**src/rtl/writeback_stage_if.sv**
```systemverilog
// Bus bundle between the MEM stage and the write-back stage: instruction
// fields and candidate sources in, registered MEM/WB results out.
interface writeback_stage_if #(
  parameter int WIDTH      = 32,
  parameter int REG_ADDR_W = 5,
  parameter int CNT_W      = 32
);
  localparam int OFF_W = $clog2(WIDTH / 8);

  logic                  in_valid;
  logic                  stall;
  logic                  flush;
  logic                  RegWrite;
  logic [REG_ADDR_W-1:0] WriteReg;
  logic [1:0]            WBSel;
  logic [1:0]            LoadSize;
  logic                  LoadUnsigned;
  logic [OFF_W-1:0]      ByteOffset;
  logic [WIDTH-1:0]      ALUResult;
  logic [WIDTH-1:0]      MemData;
  logic [WIDTH-1:0]      PCPlus4;
  logic [WIDTH-1:0]      ImmUpper;

  logic                  wb_valid;
  logic                  wb_RegWrite;
  logic [REG_ADDR_W-1:0] wb_WriteReg;
  logic [WIDTH-1:0]      WriteData;
  logic [CNT_W-1:0]      retired_count;

  modport slave (
    input  in_valid, stall, flush, RegWrite, WriteReg, WBSel, LoadSize,
           LoadUnsigned, ByteOffset, ALUResult, MemData, PCPlus4, ImmUpper,
    output wb_valid, wb_RegWrite, wb_WriteReg, WriteData, retired_count
  );

  modport master (
    output in_valid, stall, flush, RegWrite, WriteReg, WBSel, LoadSize,
           LoadUnsigned, ByteOffset, ALUResult, MemData, PCPlus4, ImmUpper,
    input  wb_valid, wb_RegWrite, wb_WriteReg, WriteData, retired_count
  );
endinterface

```
**src/rtl/writeback_stage.sv**
```systemverilog
// Write-back stage: sub-word load extraction, four-way write-value select
// and a stallable/flushable MEM/WB register with a retired-instruction
// counter. Every output comes straight from a flop.
module writeback_stage #(
  parameter int WIDTH      = 32,
  parameter int REG_ADDR_W = 5,
  parameter int CNT_W      = 32
) (
  input logic              clk,
  input logic              reset,
  writeback_stage_if.slave bus
);
  localparam int OFF_W = $clog2(WIDTH / 8);

  logic [7:0]            w_lane_byte;
  logic [15:0]           w_lane_half;
  logic [WIDTH-1:0]      w_load_val;
  logic [WIDTH-1:0]      w_next_data;
  logic                  w_wr_en;

  logic                  r_valid;
  logic                  r_regwrite;
  logic [REG_ADDR_W-1:0] r_writereg;
  logic [WIDTH-1:0]      r_writedata;
  logic [CNT_W-1:0]      r_count;

  // Lane picks; a misaligned halfword drops offset bit 0 and rounds down.
  assign w_lane_byte = bus.MemData[{bus.ByteOffset, 3'b000} +: 8];
  assign w_lane_half = bus.MemData[{bus.ByteOffset[OFF_W-1:1], 4'b0000} +: 16];

  // Register 0 is hard-wired, so never request a write to it.
  assign w_wr_en = bus.RegWrite & bus.in_valid &
                   (bus.WriteReg != {REG_ADDR_W{1'b0}});

  // Extend the selected lane to full width; size 11 behaves as a full load.
  always_comb begin
    w_load_val = bus.MemData;
    case (bus.LoadSize)
      2'b10: begin
        if (bus.LoadUnsigned) begin
          w_load_val = {{(WIDTH-8){1'b0}}, w_lane_byte};
        end else begin
          w_load_val = {{(WIDTH-8){w_lane_byte[7]}}, w_lane_byte};
        end
      end
      2'b01: begin
        if (bus.LoadUnsigned) begin
          w_load_val = {{(WIDTH-16){1'b0}}, w_lane_half};
        end else begin
          w_load_val = {{(WIDTH-16){w_lane_half[15]}}, w_lane_half};
        end
      end
      default: w_load_val = bus.MemData;
    endcase
  end

  // Choose the register-file write value; the load path uses the extended value.
  always_comb begin
    w_next_data = bus.ALUResult;
    case (bus.WBSel)
      2'b00:   w_next_data = bus.ALUResult;
      2'b01:   w_next_data = w_load_val;
      2'b10:   w_next_data = bus.PCPlus4;
      2'b11:   w_next_data = bus.ImmUpper;
      default: w_next_data = bus.ALUResult;
    endcase
  end

  // MEM/WB register: reset beats flush, flush beats stall, stall beats capture.
  always_ff @(posedge clk) begin
    if (reset) begin
      r_valid     <= 1'b0;
      r_regwrite  <= 1'b0;
      r_writereg  <= {REG_ADDR_W{1'b0}};
      r_writedata <= {WIDTH{1'b0}};
      r_count     <= {CNT_W{1'b0}};
    end else if (bus.flush) begin
      r_valid     <= 1'b0;
      r_regwrite  <= 1'b0;
      r_writereg  <= {REG_ADDR_W{1'b0}};
      r_writedata <= {WIDTH{1'b0}};
    end else if (bus.stall) begin
      r_valid     <= r_valid;
      r_regwrite  <= r_regwrite;
      r_writereg  <= r_writereg;
      r_writedata <= r_writedata;
    end else if (bus.in_valid) begin
      r_valid     <= 1'b1;
      r_regwrite  <= w_wr_en;
      r_writereg  <= bus.WriteReg;
      r_writedata <= w_next_data;
      r_count     <= r_count + {{(CNT_W-1){1'b0}}, 1'b1};
    end else begin
      r_valid     <= 1'b0;
      r_regwrite  <= 1'b0;
      r_writereg  <= {REG_ADDR_W{1'b0}};
      r_writedata <= {WIDTH{1'b0}};
    end
  end

  assign bus.wb_valid      = r_valid;
  assign bus.wb_RegWrite   = r_regwrite;
  assign bus.wb_WriteReg   = r_writereg;
  assign bus.WriteData     = r_writedata;
  assign bus.retired_count = r_count;
endmodule

```
**src/flat_wrapper.sv**
```systemverilog
// flat-port wrapper written by rule: the top's interface ports become plain ports
module writeback_stage_flat 
#(
  parameter int WIDTH      = 32,
  parameter int REG_ADDR_W = 5,
  parameter int CNT_W      = 32
)
  (clk, reset, bus_in_valid, bus_stall, bus_flush, bus_RegWrite, bus_WriteReg, bus_WBSel, bus_LoadSize, bus_LoadUnsigned, bus_ByteOffset, bus_ALUResult, bus_MemData, bus_PCPlus4, bus_ImmUpper, bus_wb_valid, bus_wb_RegWrite, bus_wb_WriteReg, bus_WriteData, bus_retired_count);
  writeback_stage_if #(.WIDTH(WIDTH), .REG_ADDR_W(REG_ADDR_W), .CNT_W(CNT_W)) bus_i ();
  input logic clk;
  input logic reset;
  input wire logic [$bits(bus_i.in_valid)-1:0] bus_in_valid;
  input wire logic [$bits(bus_i.stall)-1:0] bus_stall;
  input wire logic [$bits(bus_i.flush)-1:0] bus_flush;
  input wire logic [$bits(bus_i.RegWrite)-1:0] bus_RegWrite;
  input wire logic [$bits(bus_i.WriteReg)-1:0] bus_WriteReg;
  input wire logic [$bits(bus_i.WBSel)-1:0] bus_WBSel;
  input wire logic [$bits(bus_i.LoadSize)-1:0] bus_LoadSize;
  input wire logic [$bits(bus_i.LoadUnsigned)-1:0] bus_LoadUnsigned;
  input wire logic [$bits(bus_i.ByteOffset)-1:0] bus_ByteOffset;
  input wire logic [$bits(bus_i.ALUResult)-1:0] bus_ALUResult;
  input wire logic [$bits(bus_i.MemData)-1:0] bus_MemData;
  input wire logic [$bits(bus_i.PCPlus4)-1:0] bus_PCPlus4;
  input wire logic [$bits(bus_i.ImmUpper)-1:0] bus_ImmUpper;
  output wire logic [$bits(bus_i.wb_valid)-1:0] bus_wb_valid;
  output wire logic [$bits(bus_i.wb_RegWrite)-1:0] bus_wb_RegWrite;
  output wire logic [$bits(bus_i.wb_WriteReg)-1:0] bus_wb_WriteReg;
  output wire logic [$bits(bus_i.WriteData)-1:0] bus_WriteData;
  output wire logic [$bits(bus_i.retired_count)-1:0] bus_retired_count;
  assign bus_i.in_valid = bus_in_valid;
  assign bus_i.stall = bus_stall;
  assign bus_i.flush = bus_flush;
  assign bus_i.RegWrite = bus_RegWrite;
  assign bus_i.WriteReg = bus_WriteReg;
  assign bus_i.WBSel = bus_WBSel;
  assign bus_i.LoadSize = bus_LoadSize;
  assign bus_i.LoadUnsigned = bus_LoadUnsigned;
  assign bus_i.ByteOffset = bus_ByteOffset;
  assign bus_i.ALUResult = bus_ALUResult;
  assign bus_i.MemData = bus_MemData;
  assign bus_i.PCPlus4 = bus_PCPlus4;
  assign bus_i.ImmUpper = bus_ImmUpper;
  assign bus_wb_valid = bus_i.wb_valid;
  assign bus_wb_RegWrite = bus_i.wb_RegWrite;
  assign bus_wb_WriteReg = bus_i.wb_WriteReg;
  assign bus_WriteData = bus_i.WriteData;
  assign bus_retired_count = bus_i.retired_count;
  writeback_stage #(.WIDTH(WIDTH), .REG_ADDR_W(REG_ADDR_W), .CNT_W(CNT_W)) u_core (.clk(clk), .reset(reset), .bus(bus_i));
endmodule
```
**config.mk**
```make
export PLATFORM = sky130hd
export DESIGN_NAME = writeback_stage_flat
export DESIGN_NICKNAME = d
export VERILOG_FILES = /design/src/rtl/writeback_stage_if.sv /design/src/rtl/writeback_stage.sv /design/src/flat_wrapper.sv
export SDC_FILE = /design/constraint.sdc
export NUM_CORES = 1
export LEC_CHECK = 0
export BUFFER_PORTS_ARGS = -buffer_cell sky130_fd_sc_hd__buf_2
export CAP_MARGIN = 20
export CELL_PAD_IN_SITES_DETAIL_PLACEMENT = 1
export CELL_PAD_IN_SITES_GLOBAL_PLACEMENT = 1
export CORE_ASPECT_RATIO = 0.7
export CORE_MARGIN = 2
export CORE_UTILIZATION = 32
export DETAILED_ROUTE_END_ITERATION = 8
export PLACE_DENSITY = 0.85
export SKIP_CTS_REPAIR_TIMING = 1
export SYNTH_ARGS = -nofsm -noshare
export SYNTH_HDL_FRONTEND = slang
export SYNTH_SLANG_ARGS = --single-unit
```
**constraint.sdc**
```tcl
create_clock -name clk -period 2.35 [get_ports clk]
set_input_delay 0.47 -clock clk [delete_from_list [all_inputs] [get_ports clk]]
set_output_delay 0.47 -clock clk [all_outputs]
set_load 0.01 [all_outputs]
```
==> out/results.tsv, run 1 <==
metric	value	unit
status	finished, final reports clean	
Num CTS Buffers	9	
Critical Path RT	2.58	ns
Final Skew	0.00746	ns
TNS Setup	0	ns
height of the chip	104	um
Synthesized Nets	758	
simple-gate area share of the yosys netlist	22.2	%
DRT iter0 DRCs	322	
Sw Ratio	29.9	%
cells along the critical path	and4_1, nand4_1, nor4_1, mux2_2	
PwrDens	510	nW/um2
Crit. End Element	flip-flop	
Psw	0.936	mW
minimum hold slack	0.379	ns
clock share of power	42.5	%
GRT overflow	0	
worst-case vdd ir drop	0.261	mV
CP Data Arrival Time	2.30	ns
drc violations	0	
Setup Viol. Count Final	0	
RePlAce Congestion	0.897	
Synth Cell Area	4580	um2
crit share post-route	87.8	%
Worst path slowest cell	nor4_1	
core area	14000	um2
area fraction in compound gates after synthesis	31.8	%
largest cells by area after synthesis	dfxtp_1 31%, nand2_1 7.0%, a21oi_1 6.1%	
clock root cell	clkbuf_16	
Post-Route WL	18800	um
reg2reg path depth	4	
port bufs	216	
largest family of logic cells by synthesized area	compound AO/OA/AOI/OAI gates	
leak pwr	2.69	nW
Rows	36	
Critical R2R Launch	u_core.bus.retired_count[9]$_SDFFE_PP0P_	
Yosys cell types	46	
Worst-path clk slew	0.07	ns
Yosys top cell area share	31.0	%
vias per inst	5.46	
Final min period	2.06	ns
First-pass DRT Iterations	5	
maximum clock insertion buffer count	2	
initial antenna violation count	0	
hold depth	3	
Hold Fails Final Rpt	0	
wire per inst	18.8	um
Max-cap violations	0	
DP Worst Slack	0.115	ns
leading area contributor after synthesis	dfxtp_1	
Slew Limit Fails	0	
Starting Density	32.8	%
vias in the first global route	5536	
post-route ant nets	0	
area delta synth->final	34.0	%
largest net degree at the start of global routing	53	
crit path kind	reg2reg	
fmax	0.485	GHz
FF+latch area	1420	um2
RSZ-0062 raised after global routing	no	
syn_area_per_cell	7.52	um2
CP max FO	9	
reg2reg setup slack	0.29	ns
Die Area	15300	um2
H-tree Lvls	3	
I/O Pins	217	
r2r endpoint	u_core.bus.retired_count[31]$_SDFFE_PP0P_	
Syn Inst Count	609	
yosys warns	0	
Fill cells	1807	
setup ws final	0.287	ns
Pint	2.19	mW
multi-input combinational cell area	2810	um2
hold path endpoint	u_core.bus.wb_WriteReg[3]$_SDFFE_PP0N_	
global-route wire length before repair	29400	um
layout cells sized above 1	33.9	%
Tot GR Track Use	24.1	%
crit start category	flip-flop	
nets@finish	950	
Gate power share	18.1	%
final non-filler cell total	998	
fraction of synthesized area in multiplexers	4.89	%
worst hold path startpoint	bus_WriteReg[3]	
detailed-placement wirelength estimate	14100	um
Post-Synth XOR/XNOR Area	1.53	%
worst min-delay path category	in2reg	
Seq cells post-synth	71	
CP peak stage delay	0.44	ns
relative slew slack	40.5	%
Clock Sinks	71	
placed cell count	980	
via count	5448	
sequential share of power	39.4	%
Least-Margin Pin Slew	0.892	ns
TritonCTS clock tree	yes	
Die X	147	um
register area share after synthesis	31.0	%
Adder-Cell Fraction of Synth Area	0.819	%
Clk Latency, worst-skew pair	0.34	ns
[synthesized netlist by cell type (all sizes together)]
cell	count
nand2b	4
o211ai	2
nand3	9
mux4	1
nor3	2
a31oi	17
o31ai	7
a211oi	8
or2	2
a221o	9
o221ai	7
clkbuf	40
ha	3
buf	12
dfxtp	71
nor2b	14
a21o	16
mux2i	1
and4	4
o21ai	39
nand4	9
mux2	17
a21oi	56
and3b	1
or3	8
a22oi	5
or4	8
nand2	86
a2bb2oi	16
xor2	6
o2111ai	1
a221oi	31
inv	38
and2	4
xnor2	2
and4bb	1
a2111o	1
and3	4
nor2	33
nor4	6
nor3b	8
[logic make-up after synthesis]
| family | Yosys count |
|---|---|
| AND/OR/NAND/NOR | 203 |
| buffers and inverters | 90 |
| adder cells (fa/ha/maj) | 3 |
| flip-flops | 71 |
| multiplexers | 19 |
| XOR/XNOR | 8 |
| AO/OA/AOI/OAI | 215 |
[power by group through the flow]
stage          sequential (mW)  clock [mW]  combinational (mW)
2_1_floorplan             1.26           0               0.294
3_3_place_gp              1.26           0               0.553
3_5_place_dp              1.26           0               0.561
4_1_cts                   1.23        1.35               0.565
5_1_grt                   1.23        1.40               0.622
6_report                  1.23        1.33               0.568
[state kept, by name, indices dropped and copies added, names as in the netlist]
| name | count |
|---|---|
| u_core.bus.retired_count | 32 |
| u_core.bus.WriteData | 32 |
| u_core.bus.wb_WriteReg | 5 |
| u_core.bus.wb_valid | 1 |
| u_core.bus.wb_RegWrite | 1 |
[cell type report]
| cell class | instances | share of cell area (%) |
|---|---|---|
| well taps | 190 | 3.87 |
| inverters | 38 | 2.32 |
| clock inverters | 7 | 0.958 |
| diodes | 2 | 0.0815 |
| multi-input cells | 448 | 45.8 |
| clock buffers | 9 | 3.67 |
| flip-flops and latches | 71 | 23.2 |
| repair buffers | 233 | 20.1 |
[layout by cell type (no fill, tap or decap), types with 7 or more instances in the layout]
cell and count:
mux2_2 17, dfxtp_1 71, nor3b_1 8, a221oi_1 31, o221ai_1 7, o21ai_0 39
clkbuf_16 9, nor2_1 33, a221o_1 9, inv_1 38, a21oi_1 56, buf_2 216
nand4_1 7, nand2_1 86, buf_4 15, or4_1 8, a2bb2oi_1 16, nor2b_1 13
or3_1 8, o31ai_1 7, a31oi_1 16, a21o_1 16, a211oi_1 8, nand3_1 9
[per-layer routing]
layer	global-route usage [%]	routed length [um]	up-vias
li1	-	-	2625
met1	31.6	8540	2621
met2	40.3	8830	188
met3	6.10	1260	14
met4	4.60	164	0
met5	0	0	-
[stage by stage]
step                      power, mW  instance area, um2  utilization, %
after floorplan                1.56                4580               -
after global placement         1.81                5850            41.9
after detailed placement       1.82                5850            41.9
after CTS                      3.15                6130            43.9
after global routing           3.26                6130            43.9
final                          3.13                6140            44.0
[worst max path at each step]
| stage | from | to | slack (ns) | cells after the start |
|---|---|---|---|---|
| after floorplan | bus_LoadSize[0] | u_core.bus.WriteData[20]$_SDFFE_PP0N_ | 0.37 | 8 |
| after global placement | bus_LoadSize[0] | u_core.bus.WriteData[4]$_SDFFE_PP0N_ | 0.13 | 8 |
| after detailed placement | bus_LoadSize[0] | u_core.bus.WriteData[4]$_SDFFE_PP0N_ | 0.12 | 8 |
| after CTS | u_core.bus.retired_count[9]$_SDFFE_PP0P_ | u_core.bus.retired_count[25]$_SDFFE_PP0P_ | 0.29 | 4 |
| after global routing | u_core.bus.retired_count[9]$_SDFFE_PP0P_ | u_core.bus.retired_count[31]$_SDFFE_PP0P_ | 0.12 | 4 |
| final | u_core.bus.retired_count[9]$_SDFFE_PP0P_ | u_core.bus.retired_count[31]$_SDFFE_PP0P_ | 0.29 | 4 |
[critical path: cells and delay by family, from the launching register on]
kind	cells	cell delay [ns]
simple gates	3	1.16
flops	1	0.42
mux	1	0.37
Note: power is estimated with default switching activity, not from simulation.
==> run 2, diff against run 1 <==
CORE_MARGIN = 4   (was 2)
==> out/results.tsv, run 2 (synthesis results as in run 1) <==
metric	value	unit
status	finished, final reports clean	
Die Area	16300	um2
commonest non-fill, non-tap cell in the layout	buf_2	
Tot GR Track Use	23.5	%
Worst-path clk slew	0.06	ns
vias in the first global route	5621	
clock root cell	clkbuf_16	
Clk Latency, worst-skew pair	0.34	ns
PwrDens	523	nW/um2
Fill cells	1804	
crit share post-route	85.9	%
port bufs	216	
largest net degree at the start of global routing	49	
Num CTS Buffers	9	
global-route wire length before repair	30300	um
Rows	36	
detailed-placement wirelength estimate	14900	um
TritonCTS clock tree	yes	
Global Route met3 Usage	7.04	%
Hold Fails Final Rpt	0	
Max-cap violations	0	
worst min-delay path category	in2reg	
layout cells sized above 1	34.4	%
GRT overflow	0	
First-pass DRT Iterations	5	
Least-Margin Pin Slew	0.950	ns
drc violations	0	
fmax	0.495	GHz
Final min period	2.02	ns
Post-Route WL	19500	um
commonest non-fill, non-tap cells in the layout	216 x buf_2, 86 x nand2_1, 71 x dfxtp_1	
post-route ant nets	0	
via count	5542	
height of the chip	108	um
Slew Limit Fails	0	
initial antenna violation count	4	
I/O Pins	217	
Crit. End Element	flip-flop	
area delta synth->final	34.9	%
FF+latch area	1420	um2
Clock Sinks	71	
final total power	3.23	mW
vias per inst	5.52	
GR peak layer	met2	
core area	14000	um2
TNS Setup	0	ns
maximum clock insertion buffer count	2	
Die X	151	um
CP Data Arrival Time	2.25	ns
RePlAce Congestion	0.901	
multi-input combinational cell area	2810	um2
wire per inst	19.4	um
crit start category	flip-flop	
H-tree Lvls	3	
Starting Density	32.8	%
relative slew slack	36.7	%
RSZ-0062 raised after global routing	no	
worst-case vdd ir drop	0.275	mV
leak pwr	2.72	nW
met1 usage	30.1	%
crit path kind	reg2reg	
GR Util met2	38.9	%
CP max FO	9	
Final Skew	0.00638	ns
DRT iter0 DRCs	343	
nets@finish	956	
reg2reg setup slack	0.33	ns
Setup Viol. Count Final	0	
Critical Path RT	2.58	ns
-- run 2: worst paths after layout --
| path | startpoint | endpoint | cells after the start |
|---|---|---|---|
| hold reg to reg | u_core.bus.wb_RegWrite$_SDFFE_PP0N_ | u_core.bus.wb_RegWrite$_SDFFE_PP0N_ | 2 |
| hold / removal | bus_WriteReg[1] | u_core.bus.wb_WriteReg[1]$_SDFFE_PP0N_ | 3 |
| setup reg to reg | u_core.bus.retired_count[9]$_SDFFE_PP0P_ | u_core.bus.retired_count[30]$_SDFFE_PP0P_ | 4 |
| setup / recovery | u_core.bus.retired_count[9]$_SDFFE_PP0P_ | u_core.bus.retired_count[30]$_SDFFE_PP0P_ | 4 |
-- run 2: cell type report --
class,count,share of cell area (%)
antenna,2,0.0810
clock buffer,9,3.64
clock inverter,7,1.30
inverter,38,2.31
multi-input combinational,448,45.5
sequential,71,23.0
tap,190,3.85
timing repair buffer,239,20.3
-- run 2: routing by layer --
metal  vias to the layer above  wire, um  share of wire, %
met2                       214      9110                47
li1                       2635         -                 -
met5                         -        34              0.17
met4                         6       336               1.7
met3                        31      1570               8.1
met1                      2656      8400                43
-- run 2: worst max-delay path: stages (launching register included) --
cell,delay (ns)
dfxtp_1,0.41
and4_1,0.33
nand4_1,0.38
nor4_1,0.42
mux2_2,0.37
-- run 2: report_power, final --
| group | leakage, nW | total [mW] | internal (mW) | switching (mW) |
|---|---|---|---|---|
| sequential | 0.574 | 1.23 | 1.22 | 0.0124 |
| clock | 0.148 | 1.42 | 0.837 | 0.586 |
| combinational | 2.00 | 0.574 | 0.248 | 0.327 |
| total | 2.72 | 3.23 | 2.30 | 0.926 |
-- run 2: stage by stage --
| stage | setup slack [ns] | util [%] | cell area (um2) | hold slack (ns) | instances |
|---|---|---|---|---|---|
| final | 0.331 | 44.3 | 6180 | 0.385 | 1004 |
| after global routing | 0.132 | 44.2 | 6180 | 0.390 | 1003 |
| after CTS | 0.313 | 44.2 | 6170 | 0.378 | 1002 |
| after detailed placement | 0.126 | 42.0 | 5870 | 0.444 | 986 |
| after global placement | 0.177 | 42.0 | 5870 | 0.441 | 986 |
| after floorplan | 0.375 | - | 4580 | 0.476 | 609 |
==> run 3, diff against run 2 <==
CAP_MARGIN = not set   (was 20)
CORE_MARGIN = 1.5   (was 4)
==> out/results.tsv, run 3 (synthesis results as in run 1) <==
metric	value	unit
status	finished, final reports clean	
Worst path slowest cell	nor4_1	
Rows	36	
CP peak stage delay	0.47	ns
hold depth	3	
Clock Sinks	71	
fmax	0.484	GHz
port bufs	216	
relative slew slack	37.3	%
drc violations	0	
Least-Margin Pin Slew	0.941	ns
Final Skew	0.00803	ns
Slew Limit Fails	0	
DRT iter0 DRCs	246	
commonest non-fill, non-tap cell in the layout	buf_2	
commonest non-fill, non-tap cells in the layout	216 x buf_2, 86 x nand2_1, 71 x dfxtp_1	
CP max FO	9	
crit start category	flip-flop	
reg2reg path depth	4	
global-route wire length before repair	29100	um
vias in the first global route	5504	
worst min-delay path category	in2reg	
Critical Path RT	2.58	ns
GRT overflow	0	
leak pwr	2.72	nW
post-route ant nets	0	
I/O Pins	217	
Final min period	2.07	ns
clock root cell	clkbuf_16	
wire per inst	18.8	um
layout cells sized above 1	34.1	%
worst-case vdd ir drop	0.276	mV
Setup Viol. Count Final	0	
TNS Setup	0	ns
cells along the critical path	and4_1, nand4_1, nor4_1, mux2_2	
Max-cap violations	0	
area delta synth->final	34.7	%
CP Data Arrival Time	2.29	ns
Num CTS Buffers	9	
Starting Density	32.8	%
crit path kind	reg2reg	
RSZ-0062 raised after global routing	no	
RePlAce Congestion	0.921	
nets@finish	953	
core area	14000	um2
Hold Fails Final Rpt	0	
Crit. End Element	flip-flop	
r2r endpoint	u_core.bus.retired_count[31]$_SDFFE_PP0P_	
FF+latch area	1420	um2
Fill cells	1800	
Post-Route WL	18800	um
delay-heaviest family, CP	simple AND/OR/NAND/NOR gates	
H-tree Lvls	3	
Tot GR Track Use	24.7	%
reg2reg setup slack	0.28	ns
initial antenna violation count	2	
Final Core Density	44.2	%
Die X	146	um
height of the chip	103	um
First-pass DRT Iterations	5	
largest net degree at the start of global routing	41	
maximum clock insertion buffer count	2	
multi-input combinational cell area	2810	um2
crit share post-route	87.9	%
detailed-placement wirelength estimate	14300	um
vias per inst	5.48	
TritonCTS clock tree	yes	
Die Area	15100	um2
worst hold path startpoint	bus_WriteReg[3]	
Critical R2R Launch	u_core.bus.retired_count[9]$_SDFFE_PP0P_	
Worst-path clk slew	0.06	ns
PwrDens	536	nW/um2
via count	5476	
hold path endpoint	u_core.bus.wb_WriteReg[3]$_SDFFE_PP0N_	
Clk Latency, worst-skew pair	0.34	ns
CP bufs+invs	0	
run 3: worst max-delay path by stage:
stage / from / end / slack [ns] / depth (start not counted)
after global routing: u_core.bus.retired_count[9]$_SDFFE_PP0P_ / u_core.bus.retired_count[31]$_SDFFE_PP0P_ / 0.14 / 4
after detailed placement: bus_LoadSize[0] / u_core.bus.WriteData[6]$_SDFFE_PP0N_ / 0.11 / 7
final: u_core.bus.retired_count[9]$_SDFFE_PP0P_ / u_core.bus.retired_count[31]$_SDFFE_PP0P_ / 0.28 / 4
after floorplan: bus_LoadSize[0] / u_core.bus.WriteData[20]$_SDFFE_PP0N_ / 0.37 / 8
after global placement: bus_LoadSize[0] / u_core.bus.WriteData[5]$_SDFFE_PP0N_ / 0.14 / 7
after CTS: u_core.bus.retired_count[10]$_SDFFE_PP0P_ / u_core.bus.retired_count[31]$_SDFFE_PP0P_ / 0.29 / 4
run 3: metal layers:
layer  GRT usage, %  vias to the layer above  routed length, um
li1               -                     2631                  -
met1           31.1                     2608               8340
met5              0                        -                  0
met4           7.93                        0                372
met3           6.37                       28               1380
met2           41.9                      209               8720
run 3: final cells by class:
class,count,share of cell area [%]
inverter,38,2.31
tap,190,3.85
clock buffer,9,3.65
clock inverter,7,1.56
antenna,1,0.0406
sequential,71,23.0
timing repair buffer,236,20.0
multi-input combinational,448,45.6
run 3: metrics by stage:
| stage | total power, mW | hold slack [ns] | std cells | worst slack (ns) | instance area [um2] |
|---|---|---|---|---|---|
| 2_1_floorplan | 1.56 | 0.476 | 609 | 0.375 | 4580 |
| 3_3_place_gp | 1.81 | 0.439 | 983 | 0.139 | 5850 |
| 3_5_place_dp | 1.82 | 0.446 | 983 | 0.111 | 5850 |
| 4_1_cts | 3.34 | 0.378 | 999 | 0.294 | 6170 |
| 5_1_grt | 3.44 | 0.383 | 999 | 0.137 | 6170 |
| 6_report | 3.31 | 0.387 | 1000 | 0.285 | 6170 |
run 3: report_power, final:
part	switching [mW]	internal (mW)	total, mW
sequential	0.0129	1.22	1.23
combinational	0.323	0.244	0.567
clock	0.573	0.933	1.51
run 3: worst register-to-register path, delay by kind of cell (launching register included):
family / cells / cell delay (ns)
multiplexers: 1 / 0.37
flip-flops: 1 / 0.42
AND/OR/NAND/NOR: 3 / 1.16
